`config.mk`:
```
export PLATFORM = sky130hd
export DESIGN_NAME = lap_timer_flat
export DESIGN_NICKNAME = d
export VERILOG_FILES = /design/src/rtl/lap_timer_if.sv /design/src/rtl/lap_timer.sv /design/src/flat_wrapper.sv
export SDC_FILE = /design/constraint.sdc
export NUM_CORES = 1
export LEC_CHECK = 0
export ABC_AREA = 1
export CAP_MARGIN = 40
export CORE_UTILIZATION = 55
export DETAILED_ROUTE_END_ITERATION = 7
export GPL_ROUTABILITY_DRIVEN = 0
export PLACE_DENSITY_LB_ADDON = 0.2
export SYNTH_ARGS = -nofsm -noshare
export SYNTH_HDL_FRONTEND = slang
export SYNTH_SLANG_ARGS = --single-unit
```
`constraint.sdc`:
```
create_clock -name clock -period 2.7 [get_ports clock]
set_input_delay 0.54 -clock clock [delete_from_list [all_inputs] [get_ports clock]]
set_output_delay 0.54 -clock clock [all_outputs]
set_load 0.02 [all_outputs]
```
`src/rtl/lap_timer_if.sv`:
```
// lap_timer_if: control, load and lap-buffer signals of the lap timer.
// Latency: n/a (signal bundle only).
// Backpressure: none; lap_rd pops the buffer head, lap_valid marks head valid.
// master: drives run/clear/count_down/load/load_epoch/load_m/lap/lap_rd,
//         observes the count, lap buffer and sticky flags.
// slave : the timer; the mirror image of master.
interface lap_timer_if;
  logic        run;
  logic        clear;
  logic        count_down;
  logic        load;
  logic [17:0] load_epoch;
  logic [6:0]  load_m;
  logic        lap;
  logic        lap_rd;
  logic [17:0] epoch;
  logic [7:0]  m_epoch;
  logic [24:0] lap_epoch;
  logic        lap_valid;
  logic [4:0]  lap_count;
  logic        lap_lost;
  logic        expired;
  logic        overflow;

  modport master (
    output run, clear, count_down, load, load_epoch, load_m, lap, lap_rd,
    input  epoch, m_epoch, lap_epoch, lap_valid, lap_count, lap_lost,
           expired, overflow
  );

  modport slave (
    input  run, clear, count_down, load, load_epoch, load_m, lap, lap_rd,
    output epoch, m_epoch, lap_epoch, lap_valid, lap_count, lap_lost,
           expired, overflow
  );
endinterface

```
`src/rtl/lap_timer.sv`:
```
// lap_timer: hh:mm:ss.cc up/down counter with lap capture buffer.
// Latency: count updates one cycle after a tick; a lap appears at the buffer head the cycle after capture.
// Backpressure: none; a lap arriving at a full buffer (without a pop) is dropped and lap_lost is set.
// Ports: clock, reset_n (async active-low); bus (lap_timer_if.slave):
//   run/clear/count_down/load/load_epoch/load_m/lap/lap_rd in,
//   epoch/m_epoch/lap_epoch/lap_valid/lap_count/lap_lost/expired/overflow out.
// Optional feature: define LAP_TIMER_LAP_BUFFER_EN to build the lap buffer;
// otherwise lap/lap_rd are ignored and the lap outputs are tied to 0.
module lap_timer #(
  parameter int CLOCK_HZ  = 50000000,
  parameter int TICK_HZ   = 100,
  parameter int LAP_DEPTH = 4
) (
  input  logic        clock,
  input  logic        reset_n,
  lap_timer_if.slave  bus
);

  localparam int            DIV      = CLOCK_HZ / TICK_HZ;
  localparam int            DW       = (DIV > 1) ? $clog2(DIV) : 1;
  localparam logic [DW-1:0] DIV_LAST = DW'(DIV - 1);

  logic [DW-1:0] divider;
  logic [4:0]    hour;
  logic [5:0]    minute;
  logic [5:0]    second;
  logic [6:0]    cs;
  logic          expired_q;
  logic          overflow_q;

  logic          tick;
  logic          is_zero;
  logic          is_one;
  logic [4:0]    nxt_hour;
  logic [5:0]    nxt_minute;
  logic [5:0]    nxt_second;
  logic [6:0]    nxt_cs;
  logic          set_ovf;
  logic          set_exp;
  logic [4:0]    ld_hour;
  logic [5:0]    ld_minute;
  logic [5:0]    ld_second;
  logic [6:0]    ld_cs;

  assign tick    = bus.run && (divider == DIV_LAST);
  assign is_zero = (hour == 5'd0) && (minute == 6'd0) && (second == 6'd0) && (cs == 7'd0);
  assign is_one  = (hour == 5'd0) && (minute == 6'd0) && (second == 6'd0) && (cs == 7'd1);

  // Out-of-range load fields clamp to the field maximum.
  assign ld_hour   = (bus.load_epoch[17:12] > 6'd23) ? 5'd23 : bus.load_epoch[16:12];
  assign ld_minute = (bus.load_epoch[11:6]  > 6'd59) ? 6'd59 : bus.load_epoch[11:6];
  assign ld_second = (bus.load_epoch[5:0]   > 6'd59) ? 6'd59 : bus.load_epoch[5:0];
  assign ld_cs     = (bus.load_m > 7'd99) ? 7'd99 : bus.load_m;

  // Count value after one tick; the whole carry/borrow chain resolves in one step.
  always_comb begin
    nxt_hour   = hour;
    nxt_minute = minute;
    nxt_second = second;
    nxt_cs     = cs;
    set_ovf    = 1'b0;
    set_exp    = 1'b0;
    if (!bus.count_down) begin
      if (cs == 7'd99) begin
        nxt_cs = 7'd0;
        if (second == 6'd59) begin
          nxt_second = 6'd0;
          if (minute == 6'd59) begin
            nxt_minute = 6'd0;
            if (hour == 5'd23) begin
              nxt_hour = 5'd0;
              set_ovf  = 1'b1;
            end else begin
              nxt_hour = hour + 5'd1;
            end
          end else begin
            nxt_minute = minute + 6'd1;
          end
        end else begin
          nxt_second = second + 6'd1;
        end
      end else begin
        nxt_cs = cs + 7'd1;
      end
    end else if (!is_zero) begin
      // A non-zero count never borrows out of the hour field.
      set_exp = is_one;
      if (cs == 7'd0) begin
        nxt_cs = 7'd99;
        if (second == 6'd0) begin
          nxt_second = 6'd59;
          if (minute == 6'd0) begin
            nxt_minute = 6'd59;
            nxt_hour   = hour - 5'd1;
          end else begin
            nxt_minute = minute - 6'd1;
          end
        end else begin
          nxt_second = second - 6'd1;
        end
      end else begin
        nxt_cs = cs - 7'd1;
      end
    end
  end

  always_ff @(posedge clock or negedge reset_n) begin
    if (!reset_n) begin
      divider    <= '0;
      hour       <= '0;
      minute     <= '0;
      second     <= '0;
      cs         <= '0;
      expired_q  <= 1'b0;
      overflow_q <= 1'b0;
    end else if (bus.clear) begin
      divider    <= '0;
      hour       <= '0;
      minute     <= '0;
      second     <= '0;
      cs         <= '0;
      expired_q  <= 1'b0;
      overflow_q <= 1'b0;
    end else if (bus.load) begin
      divider    <= '0;
      hour       <= ld_hour;
      minute     <= ld_minute;
      second     <= ld_second;
      cs         <= ld_cs;
      expired_q  <= 1'b0;
      overflow_q <= 1'b0;
    end else if (bus.run) begin
      divider <= tick ? '0 : divider + DW'(1);
      if (tick) begin
        hour   <= nxt_hour;
        minute <= nxt_minute;
        second <= nxt_second;
        cs     <= nxt_cs;
        if (set_ovf) overflow_q <= 1'b1;
        if (set_exp) expired_q  <= 1'b1;
      end
    end
  end

  assign bus.epoch    = {1'b0, hour, minute, second};
  assign bus.m_epoch  = {1'b0, cs};
  assign bus.expired  = expired_q;
  assign bus.overflow = overflow_q;

`ifdef LAP_TIMER_LAP_BUFFER_EN
  localparam int AW = $clog2(LAP_DEPTH);

  logic [24:0]   lap_mem [LAP_DEPTH];
  logic [AW-1:0] wr_ptr;
  logic [AW-1:0] rd_ptr;
  logic [4:0]    lap_cnt;
  logic          lost_q;
  logic          full;
  logic          empty;
  logic          do_push;
  logic          do_pop;
  logic [24:0]   snapshot;

  assign full     = (lap_cnt == 5'(LAP_DEPTH));
  assign empty    = (lap_cnt == 5'd0);
  assign do_pop   = bus.lap_rd && !empty;
  // A simultaneous pop frees the slot, so a full buffer still accepts the lap.
  assign do_push  = bus.lap && (!full || do_pop);
  // Registered count is the value before this cycle's tick/load takes effect.
  assign snapshot = {1'b0, hour, minute, second, cs};

  always_ff @(posedge clock) begin
    if (do_push) lap_mem[wr_ptr] <= snapshot;
  end

  always_ff @(posedge clock or negedge reset_n) begin
    if (!reset_n) begin
      wr_ptr  <= '0;
      rd_ptr  <= '0;
      lap_cnt <= '0;
      lost_q  <= 1'b0;
    end else if (bus.clear) begin
      wr_ptr  <= '0;
      rd_ptr  <= '0;
      lap_cnt <= '0;
      lost_q  <= 1'b0;
    end else begin
      if (do_push) wr_ptr <= wr_ptr + AW'(1);
      if (do_pop)  rd_ptr <= rd_ptr + AW'(1);
      case ({do_push, do_pop})
        2'b10:   lap_cnt <= lap_cnt + 5'd1;
        2'b01:   lap_cnt <= lap_cnt - 5'd1;
        default: lap_cnt <= lap_cnt;
      endcase
      if (bus.lap && full && !bus.lap_rd) lost_q <= 1'b1;
    end
  end

  // Head is masked while empty so stale storage never shows after reset/clear.
  assign bus.lap_epoch = empty ? 25'd0 : lap_mem[rd_ptr];
  assign bus.lap_valid = !empty;
  assign bus.lap_count = lap_cnt;
  assign bus.lap_lost  = lost_q;
`else
  logic unused_lap_inputs;
  assign unused_lap_inputs = ^{bus.lap, bus.lap_rd, 5'(LAP_DEPTH)};

  assign bus.lap_epoch = 25'd0;
  assign bus.lap_valid = 1'b0;
  assign bus.lap_count = 5'd0;
  assign bus.lap_lost  = 1'b0;
`endif

endmodule

```
`src/flat_wrapper.sv`:
```
// flat-port wrapper written by rule: the top's interface ports become plain ports
module lap_timer_flat 
#(
  parameter int CLOCK_HZ  = 50000000,
  parameter int TICK_HZ   = 100,
  parameter int LAP_DEPTH = 4
)
  (clock, reset_n, bus_run, bus_clear, bus_count_down, bus_load, bus_load_epoch, bus_load_m, bus_lap, bus_lap_rd, bus_epoch, bus_m_epoch, bus_lap_epoch, bus_lap_valid, bus_lap_count, bus_lap_lost, bus_expired, bus_overflow);
  lap_timer_if bus_i ();
  input  logic clock;
  input  logic reset_n;
  input wire logic [$bits(bus_i.run)-1:0] bus_run;
  input wire logic [$bits(bus_i.clear)-1:0] bus_clear;
  input wire logic [$bits(bus_i.count_down)-1:0] bus_count_down;
  input wire logic [$bits(bus_i.load)-1:0] bus_load;
  input wire logic [$bits(bus_i.load_epoch)-1:0] bus_load_epoch;
  input wire logic [$bits(bus_i.load_m)-1:0] bus_load_m;
  input wire logic [$bits(bus_i.lap)-1:0] bus_lap;
  input wire logic [$bits(bus_i.lap_rd)-1:0] bus_lap_rd;
  output wire logic [$bits(bus_i.epoch)-1:0] bus_epoch;
  output wire logic [$bits(bus_i.m_epoch)-1:0] bus_m_epoch;
  output wire logic [$bits(bus_i.lap_epoch)-1:0] bus_lap_epoch;
  output wire logic [$bits(bus_i.lap_valid)-1:0] bus_lap_valid;
  output wire logic [$bits(bus_i.lap_count)-1:0] bus_lap_count;
  output wire logic [$bits(bus_i.lap_lost)-1:0] bus_lap_lost;
  output wire logic [$bits(bus_i.expired)-1:0] bus_expired;
  output wire logic [$bits(bus_i.overflow)-1:0] bus_overflow;
  assign bus_i.run = bus_run;
  assign bus_i.clear = bus_clear;
  assign bus_i.count_down = bus_count_down;
  assign bus_i.load = bus_load;
  assign bus_i.load_epoch = bus_load_epoch;
  assign bus_i.load_m = bus_load_m;
  assign bus_i.lap = bus_lap;
  assign bus_i.lap_rd = bus_lap_rd;
  assign bus_epoch = bus_i.epoch;
  assign bus_m_epoch = bus_i.m_epoch;
  assign bus_lap_epoch = bus_i.lap_epoch;
  assign bus_lap_valid = bus_i.lap_valid;
  assign bus_lap_count = bus_i.lap_count;
  assign bus_lap_lost = bus_i.lap_lost;
  assign bus_expired = bus_i.expired;
  assign bus_overflow = bus_i.overflow;
  lap_timer #(.CLOCK_HZ(CLOCK_HZ), .TICK_HZ(TICK_HZ), .LAP_DEPTH(LAP_DEPTH)) u_core (.clock(clock), .reset_n(reset_n), .bus(bus_i));
endmodule
```
==> results.toml, run 1 <==
[clock_network]
clock_path_buffers = 2
cts_tree = "yes"
cts-root-buf = "clkbuf_8"
cts.clk_slew.worst_paths_ps = 100
ctsHoldBuffers = 0
cts_sinks = 45
insertion_delay_ps = 310
htree_levels = 2
cts_resized = 0
post_cts.repair.setup_buffers = 0
cts_buffers = 5

[yosys]
synth_seq_cells = 45
syn_area_mm2 = 0.00417
ys_seq_area_share_pct = 27.0
ys_types = 41
syn_inst = 617
yosys_warnings = 0
avgSynthCellArea_um2 = 6.76

[timing]
fin_crit_ps = 2230
fmax_mhz = 449
rsz0062_at_grt = "no"
fin_skew_ps = 11.7
hold_violations = 0
fin_ws_ps = 474
slew_viol_final = 0
setup_viol = 0
setup_tns_ps = 0
timing.final.crit_share_pct = 82.5

[placement]
port_buffers = 56
dpl.hpwl_mm = 8.14
dp_slack_ps = 173
placed_area_mm2 = 0.00472

[pwr]
powerDensity_mw_per_mm2 = 510
internal-power_mw = 1.50
p_sw_share_pct = 39.6
p_clk_share_pct = 24.9
power_frac_seq_pct = 35.3
max-vdd-ir-drop_uv = 271
combPwrFrac_pct = 39.9
finalPower_mw = 2.48
p_switching_mw = 0.981
power_leakage_nw = 2.23

[route]
wl_mm = 10.5
via_per_inst = 5.40
wl_per_cell_um = 13.5
via_count = 4194
postRouteAntennaNets = 0
route.detailed.drc = 0
first_iter_violations = 190
firstDrtPassIters = 5

[worst_setup_path]
critPathLaunchType = "input port"
worstSetupPathType = "in2reg"
rr_worst_depth = 9
worstPathRequired_ps = 2890
reg2reg_from = "u_core.cs[0]"
crit_fanout = 10
r2r_setup_slack_ps = 670
end_kind = "register"
rr_endpoint = "u_core.second[2]"
arrival_ps = 2420

[floorplan]
die_w_um = 89.1
fp.dieArea_mm2 = 0.00794
rows = 31
core_area_mm2 = 0.00729
dieHeight_um = 89.1
io_pins = 93
start_util_pct = 57.2

[final_layout]
nNetsFinal = 723
drive_above_1_share_pct = 11.7
syn_to_final_growth_pct = 16.3
fin_area_mm2 = 0.00485
diodes = 0

[global_route]
grt_overflow = 0
antenna_found_initial = 0
grt_util_all_layers_pct = 28.0
grt_pass1_vias = 3767
grt_pass1_wl_mm = 17.2
grt_max_degree = 27

[job]
cap_violations = 0

[status]
status = "complete, no violations"

[hold_path]
min_path_type = "in2async"
[cells in the final DEF (no fill, tap or decap), types with 2 or more instances in the layout]
master / count
o21ai_0: 29
nor2_2: 6
nand3_2: 8
buf_4: 14
o21ai_1: 9
clkbuf_8: 5
a31oi_1: 2
or2_2: 3
conb_1: 34
dfrtp_1: 45
nand2_4: 3
o211ai_1: 5
bufinv_16: 2
nand2_2: 4
nand2_1: 138
nor2_1: 82
nand3b_1: 2
a21oi_1: 28
inv_2: 9
clkdlybuf4s50_1: 55
xnor2_1: 3
xor2_1: 10
clkinv_1: 3
o21ai_2: 9
o22ai_1: 3
clkinv_2: 2
inv_1: 49
nand3_1: 54
ha_1: 14
nand4_1: 16
nor3_1: 11
nor2_4: 8
nor2_8: 3
[power by group through the flow]
stage	registers [mW]	logic (mW)	clock network (mW)
5_1_grt	0.886	1.11	0.653
3_5_place_dp	0.882	0.981	0
3_3_place_gp	0.880	0.958	0
2_1_floorplan	0.909	0.667	0
6_report	0.873	0.987	0.616
4_1_cts	0.870	0.984	0.628
[routing by layer]
| metal | track usage [%] | routed length [um] |
|---|---|---|
| met5 | 0 | 0 |
| met3 | 4.16 | 611 |
| met2 | 48.5 | 5050 |
| met1 | 35.3 | 4610 |
| met4 | 10.5 | 210 |
[worst max path at each step]
stage                  endpoint             start  cells past startpoint
2_1_floorplan  u_core.minute[3]  u_core.minute[0]                     10
3_3_place_gp       u_core.cs[1]    bus_count_down                      6
3_5_place_dp       u_core.cs[1]    bus_count_down                      6
4_1_cts            u_core.cs[1]    bus_count_down                      6
5_1_grt            u_core.cs[1]    bus_count_down                      6
6_report           u_core.cs[1]    bus_count_down                      6
[cell families (layout without fill, tap and decap cells)]
kind of cell    count (synthesis)  count (layout)  synth area share, %
compound gates                 87              87                 11.8
xor+xnor                       13              13                 2.73
other cells                     1              34               0.0899
buf+inv                       113             140                 14.3
fa+ha+maj                      14              14                 4.20
flops                          45              45                 27.0
simple gates                  344             344                 39.9
[worst max-delay path, cell delays in order]
cell             delay (ps)
clkdlybuf4s50_1         640
nor2_1                  480
inv_1                   290
o211ai_1                220
o21bai_1                160
o21ai_1                  80
[flip-flops by register name (all words and copies together), names as in the netlist]
name                 count
u_core.bus.expired       1
u_core.bus.overflow      1
u_core.cs                7
u_core.divider          19
u_core.hour              5
u_core.minute            6
u_core.second            6
[area by class of cell]
| cell class | count | area, um^2 |
|---|---|---|
| Tap cell | 99 | 124 |
| Clock inverter | 3 | 65.1 |
| Clock buffer | 5 | 68.8 |
| Inverter | 62 | 234 |
| Timing Repair Buffer | 70 | 661 |
| Multi-Input combinational cell | 492 | 2570 |
| Sequential cell | 45 | 1130 |
| Fill cell | 681 | 2440 |
[cell usage after synthesis]
cell	n	area, um^2
o21ai_1	9	45.0
nand4_1	16	100
nor3_1	11	55.1
o21ai_0	29	145
o21bai_1	1	7.51
nand3_2	8	80.1
nor2_1	82	308
a21oi_1	28	140
buf_6	3	33.8
buf_4	37	278
inv_2	9	33.8
or2_2	3	18.8
o21ai_2	9	78.8
and3_1	1	6.26
nand2_2	4	25.0
a31oi_1	2	12.5
buf_2	7	35.0
nand2_4	3	33.8
nor2_4	8	90.1
xnor2_1	3	26.3
dfrtp_1	45	1130
nor2_2	6	37.5
nand3_4	1	17.5
nor2b_1	1	6.26
nand3_1	54	270
nor2_8	3	60.1
clkinv_1	3	11.3
nand2_1	138	518
clkbuf_1	4	15.0
a211oi_1	1	7.51
nor3b_1	1	7.51
nor3_2	1	10.0
clkinv_2	1	5.00
nor4_1	1	6.26
xor2_1	10	87.6
o211ai_1	5	37.5
nand3b_1	2	15.0
ha_1	14	175
conb_1	1	3.75
inv_1	49	184
o22ai_1	3	18.8
[through the flow]
step	util [%]	instances	hold WS [ps]
finish	66.6	776	166
global route	66.6	776	185
CTS	66.6	776	174
detailed placement	64.7	768	505
global placement	64.7	768	494
floorplan	-	650	244
Power figures use the tool's default switching activity.
==> inputs of run 2 (changes only) <==
--- a/config.mk
+++ b/config.mk
@@ -7,7 +7,7 @@
 export LEC_CHECK = 0
 export ABC_AREA = 1
 export CAP_MARGIN = 40
-export CORE_UTILIZATION = 55
+export CORE_UTILIZATION = 47
 export DETAILED_ROUTE_END_ITERATION = 7
 export GPL_ROUTABILITY_DRIVEN = 0
 export PLACE_DENSITY_LB_ADDON = 0.2
==> constraint.sdc (replaced) <==
create_clock -name clock -period 1.9 [get_ports clock]
set_input_delay 0.38 -clock clock [delete_from_list [all_inputs] [get_ports clock]]
set_output_delay 0.38 -clock clock [all_outputs]
set_load 0.02 [all_outputs]
==> run 2 against run 1 <==
Non-clock buffer count up 52. Critical path type is now reg2out. First-iteration DRC count up 16%. Sequential power is 37% higher. Via count rose by 3.7%. Global-route usage down 2.6 points. Die area grew 17%. Final cell count is 7.9% higher. Critical endpoint is now bus_epoch[0]. Setup slack worse by 440 ps. Worst hold slack got worse by 140 ps.
==> results.toml, run 2 (synthesis results as in run 1) <==
[floorplan]
rows = 34
core_area_mm2 = 0.00868
start_util_pct = 48.1
die_w_um = 96.2
io_pins = 93
fp.dieArea_mm2 = 0.00926
dieHeight_um = 96.2

[final_layout]
nFillCells = 807
fin_util_pct = 61.2
drive_above_1_share_pct = 19.3
fin_area_mm2 = 0.00531
nNetsFinal = 775
layout.cells.most_common = "nand2_1"
largest_register = "u_core.divider"
syn_to_final_growth_pct = 27.3
final_cell_mix = "nand2_1 (138), nor2_1 (80), buf_4 (62), nand3_1 (54), clkdlybuf4s50_1 (50)"
fin_cells = 837
largest_register_ffs = 19
diodes = 0
reg_top3 = "u_core.divider x19, u_core.cs x7"

[clock_network]
cts_tree = "yes"
htree_levels = 2
cts_buffers = 5
cts.clk_slew.worst_paths_ps = 100
clock_path_buffers = 2
cts_sinks = 45
cts-root-buf = "clkbuf_8"
insertion_delay_ps = 320

[timing]
hold_violations = 0
setup_viol = 0
timing.hold.ws_ps = 27.3
fmax_mhz = 535
fin_crit_ps = 1870
fin_ws_ps = 31.1
setup_tns_ps = 0
timing.final.crit_share_pct = 98.4
fin_skew_ps = 9.96
slew_viol_final = 0

[global_route]
antenna_found_initial = 0
grt_pass1_wl_mm = 18.5
grt_overflow = 0
grt_max_degree = 46
grt_util_all_layers_pct = 25.4
grt_pass1_vias = 4051

[worst_setup_path]
critPathLaunchType = "register"
arrival_ps = 1490
worstSetupPathType = "reg2out"
end_kind = "output pin"
worstPathRequired_ps = 1520
crit_fanout = 5

[hold_path]
min_path_type = "in2async"

[route]
wl_mm = 11.2
via_count = 4348
firstDrtPassIters = 5
via_per_inst = 5.19
postRouteAntennaNets = 0
first_iter_violations = 220
route.detailed.drc = 0
wl_per_cell_um = 13.3

[pwr]
max-vdd-ir-drop_uv = 354
finalPower_mw = 3.63
powerDensity_mw_per_mm2 = 684
power_leakage_nw = 2.54

[placement]
placed_area_mm2 = 0.00508
dpl.hpwl_mm = 8.73
port_buffers = 56
dp.cells = 820
dp_slack_ps = -241

[status]
status = "complete, no violations"

[job]
cap_violations = 0
-- run 2: cell types whose count changed in the layout (fill, tap and decap cells not counted), sizes merged --
cell and delta:
buf +52, bufinv -1, clkdlybuf4s50 -5, clkinvlp +1, dlymetal6s2s +5
-- run 2: power by group --
group          leakage [nW]  switching, mW  internal (mW)
Sequential            0.596          0.147           1.05
Combinational          1.89          0.937          0.710
Clock                0.0543          0.395          0.395
Total                  2.54           1.48           2.15
-- run 2: timing repair --
item / 4_1_cts / 5_1_grt
hold buffers: 0 / 0
buffers inserted: 1 / 8
gates resized for setup: 3 / 13
pin swaps: 0 / 4
setup endpoints to repair: 4 / 28
-- run 2: critical path: stages (launching register included) --
cell and delay [ps]:
dfrtp_1 440, buf_4 140, clkdlybuf4s50_1 590
-- run 2: final timing paths --
path / start / end / slack (ps) / cells after the start
worst min-delay path: reset_n / u_core.divider[16] / 30 / 2
worst min register to register: u_core.divider[0] / u_core.divider[0] / 520 / 1
worst max register to register: u_core.minute[1] / u_core.second[2] / 60 / 10
worst max-delay path: u_core.second[0] / bus_epoch[0] / 30 / 2
max in group asynchronous: reset_n / u_core.cs[4] / 1610 / 2
min in group clock: u_core.divider[0] / u_core.divider[0] / 520 / 1
-- run 2: area by class of cell --
cell class	instances	area [um^2]	area share [%]
Timing Repair Buffer	122	1100	20.8
Clock inverter	3	46.3	0.872
Multi-Input combinational cell	492	2590	48.8
Sequential cell	45	1130	21.3
Tap cell	108	135	2.54
Clock buffer	5	68.8	1.30
Inverter	62	234	4.41
-- run 2: per-layer routing --
layer | vias to the layer above | global-route usage [%] | share of wire (%)
met1 | 2001 | 32.0 | 44
li1 | 2161 | - | -
met3 | 27 | 3.71 | 5.2
met4 | 0 | 9.95 | 2.7
met2 | 159 | 43.6 | 48
met5 | - | 0 | 0
==> inputs of run 3 (changes only) <==
--- a/config.mk
+++ b/config.mk
@@ -6,7 +6,6 @@
 export NUM_CORES = 1
 export LEC_CHECK = 0
 export ABC_AREA = 1
-export CAP_MARGIN = 40
 export CORE_UTILIZATION = 47
 export DETAILED_ROUTE_END_ITERATION = 7
 export GPL_ROUTABILITY_DRIVEN = 0
==> results of run 3 <==
No change in the layout: final DEF, timing and power equal those of run 2.
